$ cat config.mk
export PLATFORM = sky130hd
export DESIGN_NAME = config_frame_loader
export DESIGN_NICKNAME = d
export VERILOG_FILES = /design/src/rtl/fabric_cfg_pkg.sv /design/src/rtl/frame_strobe_decoder.sv /design/src/rtl/config_frame_loader.sv
export SDC_FILE = /design/constraint.sdc
export NUM_CORES = 1
export LEC_CHECK = 0
export ABC_AREA = 1
export BUFFER_PORTS_ARGS = -buffer_cell sky130_fd_sc_hd__buf_2
export CAP_MARGIN = 20
export CORE_MARGIN = 10
export CORE_UTILIZATION = 47
export DETAILED_ROUTE_END_ITERATION = 7
export GPL_ROUTABILITY_DRIVEN = 0
export PLACE_DENSITY_LB_ADDON = 0.25
export SLEW_MARGIN = 5
export SYNTH_ARGS = -nofsm -noshare
export SYNTH_HDL_FRONTEND = slang
export SYNTH_SLANG_ARGS = --single-unit
$ cat constraint.sdc
create_clock -name CLK -period 1.7 [get_ports CLK]
set_input_delay 0.425 -clock CLK [delete_from_list [all_inputs] [get_ports CLK]]
set_output_delay 0.425 -clock CLK [all_outputs]
set_load 0.01 [all_outputs]
$ cat src/rtl/fabric_cfg_pkg.sv
// Shared constants, header field positions and FSM state encoding for the config frame loader.
package fabric_cfg_pkg;

  localparam int unsigned WORD_W = 32;
  localparam int unsigned IDX_W  = 8;

  localparam logic [WORD_W-1:0] SYNC_WORD = 32'hFAB0_FAB1;

  localparam int unsigned END_BIT = 31;
  localparam int unsigned COL_MSB = 15;
  localparam int unsigned COL_LSB = 8;
  localparam int unsigned FRM_MSB = 7;
  localparam int unsigned FRM_LSB = 0;

  typedef enum logic [2:0] {
    IDLE,
    HDR,
    DATA,
    STROBE,
    HOLD,
    CHK
  } cfg_state_e;

endpackage

$ cat src/rtl/frame_strobe_decoder.sv
// Combinational (col, frame, en) -> one-hot latch enable, bit col*MAX_FRAMES+frame.
module frame_strobe_decoder
  import fabric_cfg_pkg::*;
#(
  parameter int unsigned NUM_COLUMNS = 4,
  parameter int unsigned MAX_FRAMES  = 20
) (
  input  logic [IDX_W-1:0]                    col,
  input  logic [IDX_W-1:0]                    frame,
  input  logic                                en,
  output logic [NUM_COLUMNS*MAX_FRAMES-1:0]   strobe_c
);

  // Each output bit matches exactly one (column, frame) pair, so the result is one-hot or zero.
  for (genvar i = 0; i < NUM_COLUMNS * MAX_FRAMES; i++) begin : g_bit
    assign strobe_c[i] = en
                       && (col   == IDX_W'(i / MAX_FRAMES))
                       && (frame == IDX_W'(i % MAX_FRAMES));
  end

endmodule

$ cat src/rtl/config_frame_loader.sv
// Config frame loader: SYNC/header/data word stream -> FrameData + one-hot FrameStrobe pulses.
// Optional trailing checksum word enabled by defining CFG_CHECKSUM_EN.
module config_frame_loader
  import fabric_cfg_pkg::*;
#(
  parameter int unsigned NUM_ROWS      = 4,
  parameter int unsigned NUM_COLUMNS   = 4,
  parameter int unsigned MAX_FRAMES    = 20,
  parameter int unsigned STROBE_CYCLES = 2
) (
  input  logic                                CLK,
  input  logic                                RST,
  input  logic [WORD_W-1:0]                   s_data,
  input  logic                                s_valid,
  output logic                                s_ready,
  output logic [NUM_ROWS*WORD_W-1:0]          FrameData,
  output logic [NUM_COLUMNS*MAX_FRAMES-1:0]   FrameStrobe,
  output logic                                cfg_busy,
  output logic                                cfg_done,
  output logic                                cfg_error
);

  localparam int unsigned ROW_W  = (NUM_ROWS > 1) ? $clog2(NUM_ROWS) : 1;
  localparam int unsigned STRB_W = $clog2(STROBE_CYCLES) + 1;

  cfg_state_e               state_q;
  logic [IDX_W-1:0]         col_q;
  logic [IDX_W-1:0]         frm_q;
  logic                     frame_ok_q;
  logic [ROW_W-1:0]         row_cnt_q;
  logic [STRB_W-1:0]        strb_cnt_q;
`ifdef CFG_CHECKSUM_EN
  logic [WORD_W-1:0]        sum_q;
`endif

  logic                                hs_c;
  logic                                hdr_ok_c;
  logic [NUM_COLUMNS*MAX_FRAMES-1:0]   strobe_dec_c;

  // Word transfer and header range check.
  assign hs_c     = s_valid & s_ready;
  assign hdr_ok_c = (32'(s_data[COL_MSB:COL_LSB]) < NUM_COLUMNS)
                 && (32'(s_data[FRM_MSB:FRM_LSB]) < MAX_FRAMES);

  // Decode the latched target of the current frame.
  frame_strobe_decoder #(
    .NUM_COLUMNS (NUM_COLUMNS),
    .MAX_FRAMES  (MAX_FRAMES)
  ) u_dec (
    .col      (col_q),
    .frame    (frm_q),
    .en       (frame_ok_q),
    .strobe_c (strobe_dec_c)
  );

  // Session FSM with counters, frame data registers and registered outputs.
  always_ff @(posedge CLK) begin
    if (RST) begin
      state_q     <= IDLE;
      col_q       <= '0;
      frm_q       <= '0;
      frame_ok_q  <= 1'b0;
      row_cnt_q   <= '0;
      strb_cnt_q  <= '0;
      s_ready     <= 1'b0;
      FrameData   <= '0;
      FrameStrobe <= '0;
      cfg_busy    <= 1'b0;
      cfg_done    <= 1'b0;
      cfg_error   <= 1'b0;
`ifdef CFG_CHECKSUM_EN
      sum_q       <= '0;
`endif
    end else begin
      cfg_done <= 1'b0;
      case (state_q)
        IDLE: begin
          s_ready <= 1'b1;
          if (hs_c && (s_data == SYNC_WORD)) begin
            cfg_error <= 1'b0;
            cfg_busy  <= 1'b1;
            state_q   <= HDR;
`ifdef CFG_CHECKSUM_EN
            sum_q     <= '0;
`endif
          end
        end
        HDR: begin
          if (hs_c) begin
            if (s_data[END_BIT]) begin
`ifdef CFG_CHECKSUM_EN
              state_q  <= CHK;
`else
              cfg_done <= 1'b1;
              cfg_busy <= 1'b0;
              state_q  <= IDLE;
`endif
            end else begin
              col_q      <= s_data[COL_MSB:COL_LSB];
              frm_q      <= s_data[FRM_MSB:FRM_LSB];
              frame_ok_q <= hdr_ok_c;
              row_cnt_q  <= '0;
              state_q    <= DATA;
              if (!hdr_ok_c) cfg_error <= 1'b1;
            end
          end
        end
        DATA: begin
          if (hs_c) begin
            if (frame_ok_q) begin
              for (int unsigned r = 0; r < NUM_ROWS; r++) begin
                if (row_cnt_q == ROW_W'(r)) FrameData[r*WORD_W +: WORD_W] <= s_data;
              end
            end
`ifdef CFG_CHECKSUM_EN
            sum_q <= sum_q + s_data;
`endif
            if (row_cnt_q == ROW_W'(NUM_ROWS - 1)) begin
              if (frame_ok_q) begin
                FrameStrobe <= strobe_dec_c;
                strb_cnt_q  <= '0;
                s_ready     <= 1'b0;
                state_q     <= STROBE;
              end else begin
                state_q     <= HDR;
              end
            end else begin
              row_cnt_q <= row_cnt_q + 1'b1;
            end
          end
        end
        STROBE: begin
          if (strb_cnt_q == STRB_W'(STROBE_CYCLES - 1)) begin
            FrameStrobe <= '0;
            state_q     <= HOLD;
          end else begin
            strb_cnt_q  <= strb_cnt_q + 1'b1;
          end
        end
        HOLD: begin
          s_ready <= 1'b1;
          state_q <= HDR;
        end
`ifdef CFG_CHECKSUM_EN
        CHK: begin
          if (hs_c) begin
            if (s_data != sum_q) cfg_error <= 1'b1;
            cfg_done <= 1'b1;
            cfg_busy <= 1'b0;
            state_q  <= IDLE;
          end
        end
`endif
        default: begin
          FrameStrobe <= '0;
          cfg_busy    <= 1'b0;
          s_ready     <= 1'b1;
          state_q     <= IDLE;
        end
      endcase
    end
  end

endmodule

## Yosys cells after proc, flatten, opt, wreduce, memory -nomap -nowiden

Index checks and enable logic that the tools add are counted.

- Register bits after elaboration: 236
- Bits of input ports: 35
- Output and inout bits: 212

- Multiplexer cells: 37
- Eq/ne operators: 42
- $add $sub $neg: 2
- Reduce and logical (&&, ||, !) cells: 109
- Bitwise logic cells: 7
- Magnitude comparators: 2

Operators by type and width:

| kind | count |
|---|---|
| 2-to-1 mux 80 bit | 4 |
| case mux 80 bit (3 select lines) | 1 |
| logical AND 1 bit | 86 |
| == test 8 x 4 -> 1 bit, second input constant | 8 |
| == test 32 bit, second input constant | 1 |
| == test 8 x 2 -> 1 bit, second input constant | 4 |
| == test 8 x 3 -> 1 bit, second input constant | 4 |
| == test 8 x 5 -> 1 bit, second input constant | 4 |
| AND reduction 5 bit | 5 |
| AND reduction 4 bit | 6 |
| inequality test 2 bit, second input constant | 11 |
| 2-to-1 mux 2 bit | 10 |
| == test 8 x 1 -> 1 bit, second input constant | 2 |
| zero test 8 bit | 2 |
| 2-to-1 mux 3 bit | 5 |
| case mux 3 bit (5 select lines) | 1 |
| 2-to-1 mux 1 bit | 11 |
| OR reduction 3 bit | 3 |
| less-than comparator 8 x 3 -> 1 bit, second input constant | 1 |
| less-than comparator 8 x 5 -> 1 bit, second input constant | 1 |
| case mux 2 bit (2 select lines) | 2 |
| == test 3 x 2 -> 1 bit, second input constant | 2 |
| NOT 1 bit | 6 |
| nonzero test 2 bit | 3 |
| other kinds (12) | 16 |

## Logic depth before layout (Yosys ltp)

- Word-level depth: 7
- Mapped depth: 11
- Mapped depth without buffers: 11

## Modules after synthesis

From an unflattened synthesis, not the netlist that was laid out.

- Cells, all modules: 1213
- Area, all modules: 10231.1 µm²

Modules (own cells, without submodules):

| module | area an instance (µm²) | seq. area each (µm²) | times used | cells an instance |
|---|---|---|---|---|
| config_frame_loader | 9476.6 | 4724.5 | 1 | 1047 |
| frame_strobe_decoder | 754.5 | 0.0 | 1 | 166 |

## Worst setup path before layout

Ideal clock, no wire load.

- Kind: input port to flip-flop
- Start: in s_valid
- End: reg FrameStrobe[39]
- Slack: 0.111 ns
- Arrival time: 1.461 ns
- Setup time: 0.128 ns
- Buffers on the path: 1
- Stages: 10
- Cell sequence: nand2_2 > inv_1 > nand2_1 > nor2_1 > nor2_1 > nor2_4 > clkbuf_1 > o21ai_0 > o21ai_1 > nor2_1

- Longest elaborated chain between the ends: 3

RTL lines:

| item | line | source |
|---|---|---|
| start: declaration | config_frame_loader.sv:14 | `input logic s_valid,` |
| bitwise AND 1 bit | config_frame_loader.sv:41 | `assign hs_c = s_valid & s_ready;` |
| inequality test 2 bit (no line) | -- |  |
| AND reduction 5 bit (no line) | -- |  |
| end signal: assignment | config_frame_loader.sv:120 | `FrameStrobe <= strobe_dec_c;` |
| end: declaration | config_frame_loader.sv:17 | `output logic [NUM_COLUMNS*MAX_FRAMES-1:0] FrameStrobe,` |

No other way between the ends.
A chain may end at the register's enable or synchronous reset.

## Worst setup path in the final report

- Start: reg state_q[1]
- End: reg FrameStrobe[60]

- Longest elaborated chain between the ends: 4
- Elaborated cells on any way between the ends: 13
- Classes of those cells: eq/ne (8); mux (1); bitwise (1); reduce/logical (3)

RTL lines:

| item | line | source |
|---|---|---|
| start: declaration | config_frame_loader.sv:26 | `cfg_state_e state_q;` |
| start signal: assignment | config_frame_loader.sv:59 | `state_q <= IDLE;` |
| start signal: assignment | config_frame_loader.sv:82 | `state_q <= HDR;` |
| start signal: assignment | config_frame_loader.sv:96 | `state_q <= IDLE;` |
| == test 3 x 1 -> 1 bit (tied with other cells) | config_frame_loader.sv:76 | `case (state_q)` |
| OR reduction 3 bit (no line) | -- |  |
| NOT 1 bit (no line) | -- |  |
| AND reduction 5 bit (no line) | -- |  |

Parallel ways exist; a longest one is shown, timed or not.

==> impl_results.md <==
- Hold Crit Class: in -> reg
- Placeable Area: 18600 µm²
- Sequential cell area: 4730 µm²
- Static leakage: 5.48 nW
- Area of the multi-input gates: 3640 µm²
- Fin. Hold Viols: 0
- CTS root buf: clkbuf_16
- Post-DP HPWL: 20.3 mm
- Number of distinct library cells after synthesis: 27
- Final TNS setup: 0 ns
- Initial antenna violation count: 3
- Comb power frac: 15.2%
- Num rows: 50
- Share of layout cells above drive strength 1: 28.5%
- Max-Cap Viols: 0
- Kind of critical path: reg -> reg
- Post-route ant nets: 0
- Setup ws final: 0.0934 ns
- Fin crit share: 94.5%
- Total die area: 24700 µm²
- # nets final: 1472
- R2R setup slack: 0.09 ns
- Slew HR: 73.2%
- Commonest cells after routing, fill and taps aside: 252 x nor2_1, 246 x buf_2, 232 x dfxtp_1, 229 x o21ai_0, 136 x a21oi_1
- Core Util, Final: 63.7%
- Fillers: 1663
- DRC: 0
- Unrepaired setup endpoints after global routing: yes
- Total Wirelength: 28.7 mm
- Critical R2R Launch: state_q[1]$_SDFFE_PP0P_
- DRT iter0 DRCs: 732
- Critical path launch point type: flop
- Status: complete, no violations
- Post-Synthesis Cells: 1142
- Worst r2r path cells: 11
- Peak VDD IR: 1.15 mV
- WL/cell: 17.1 µm
- Clock Skew: 0.0122 ns
- YS warnings: 0
- Layout area overhead: 34.2%
- Pwr Density: 1130 nW/µm²
- Cts-stage hold buffer count: 0
- Dpl ws: -0.130 ns
- Largest net degree at the start of global routing: 91
- CTS Buf Count: 25
- Worst Hold Launch: s_data[31]
- Worst hold stages: 3
- Sw frac: 26.5%
- Starting Density: 47.5%
- CTS tree: done
- Sequential Power Share: 44.9%
- Critical path fanouts, max: 24
- Most common cell after layout, fill and taps aside: nor2_1
- Switching power total: 3.54 mW
- Synthesized flop and latch total: 236
- Port bufs: 246
- Vias per inst: 5.23
- Register area share after synthesis: 53.5%
- Internal power: 9.81 mW
- Die width: 157 µm
- Power share of the clock group: 39.9%
- Pins Over Slew Limit: 0
- CTS sink cnt: 236
- Vias post-DR: 8806
- GRT Total Usage: 21.8%
- CP arrival: 2.00 ns
- Worst Setup End Kind: flop
- Total power: 13.4 mW
- Clock-pin slew on the worst setup and hold paths: 0.06 ns
- Worst-Margin Slew: 0.398 ns
- Drt pass-1 iters: 5
- Syn Area/Cell: 7.73 µm²
- R2r endpoint: FrameStrobe[60]$_SDFFE_PP0P_
- Min Clock Period, post-route: 1.61 ns
- H-tree level count: 1
- Final Setup Violations: 0
- # IOs: 247
- Max Root-Sink Buffers: 3
- Die H: 157 µm
- Post-synth net total: 1182
- First-pass GRT wire length: 44.0 mm
- End of the worst hold path: cfg_done$_SDFF_PP0_
- Vias in the first global route: 8352
- Post-Syn Area: 8830 µm²
- Remaining global-route overflow: 0
- F_max: 0.622 GHz
- Worst-Skew Late Latency: 0.51 ns
- Critical path required time: 2.09 ns
area by class of cell:
type | count | area share (%)
multi-input combinational | 781 | 30.8
sequential | 236 | 39.9
inverter | 52 | 1.71
clock buffer | 33 | 5.87
antenna | 2 | 0.0423
clock inverter | 9 | 0.877
timing repair buffer | 336 | 18.3
tap | 234 | 2.47
metal layers:
layer	track usage (%)	up-vias	wire, µm
li1	-	4371	-
met5	0	-	9
met4	5.25	2	584
met3	4.72	48	2210
met1	27.7	4074	12300
met2	36.9	311	13700
cells in the mapped netlist, drive strengths merged:
master / n / area [µm²]
nand2: 97 / 369
nor2: 261 / 992
nand3: 22 / 110
a21oi: 137 / 686
nand4: 7 / 68.8
o211a: 1 / 10.0
or2: 2 / 12.5
inv: 48 / 180
clkbuf: 42 / 158
clkinv: 4 / 15.0
nor4: 1 / 6.26
buf: 31 / 165
dfxtp: 236 / 4720
o31ai: 2 / 15.0
ha: 5 / 62.6
o21ai: 239 / 1200
nor3: 7 / 56.3
metrics by stage:
stage          cell area (µm²)  hold slack [ns]  std cells
3_5_place_dp             10900            0.452       1634
2_1_floorplan             8830            0.446       1142
3_3_place_gp             10900            0.447       1634
4_1_cts                  11700            0.187       1676
6_report                 11800            0.202       1683
5_1_grt                  11800            0.232       1683
worst max-delay path, cell delays in order, from the launching register on:
cell and delay [ns]:
dfxtp_2 0.33, inv_2 0.06, nor2_2 0.11, inv_1 0.07, nor2_2 0.11, nand2_2 0.08, nand3_2 0.09, nor2_4 0.06
buf_12 0.16, buf_12 0.15, o21ai_0 0.20, a21oi_1 0.07
cells by family (layout without fill, tap and decap cells):
group,after synthesis,after routing,share of synthesized area [%]
buf+inv,125,430,5.87
flops,236,236,53.5
fa+ha+maj,5,5,0.709
simple gates,397,397,18.3
compound gates,379,379,21.6
other cells,0,2,0
worst max-delay path by stage:
stage	slack, ns	endpoint	cells after the start	startpoint
floorplan	0.11	FrameStrobe[39]$_SDFFE_PP0P_	10	s_valid
global route	-0.01	FrameStrobe[15]$_SDFFE_PP0P_	7	col_q[2]$_SDFFE_PP0P_
CTS	0.005	FrameStrobe[23]$_SDFFE_PP0P_	9	state_q[1]$_SDFFE_PP0P_
finish	0.09	FrameStrobe[60]$_SDFFE_PP0P_	11	state_q[1]$_SDFFE_PP0P_
detailed placement	-0.13	cfg_busy$_SDFFE_PP0P_	11	s_data[17]
global placement	-0.09	cfg_busy$_SDFFE_PP0P_	11	s_data[17]
state kept, by name, summed over array words and instances, names as in the netlist:
name,flops
FrameData,128
col_q,8
s_ready,1
strb_cnt_q,2
cfg_error,1
frm_q,8
cfg_busy,1
FrameStrobe,80
frame_ok_q,1
row_cnt_q,2
state_q,3
cfg_done,1
power groups by stage:
| stage | Sequential (mW) | Clock [mW] | Combinational, mW |
|---|---|---|---|
| 6_report | 6.00 | 5.32 | 2.03 |
| 4_1_cts | 5.99 | 5.40 | 1.92 |
| 3_3_place_gp | 6.11 | 0 | 1.86 |
| 3_5_place_dp | 6.10 | 0 | 1.90 |
| 5_1_grt | 6.03 | 5.63 | 2.25 |
| 2_1_floorplan | 6.20 | 0 | 0.970 |
repair_timing:
action                     CTS  global route
gates resized for setup      2            32
pin swaps                    0             2
cloned                       0             3
buffers inserted             0             2
setup endpoints to repair   36           189
No activity file was read; power rests on OpenSTA's default activity.
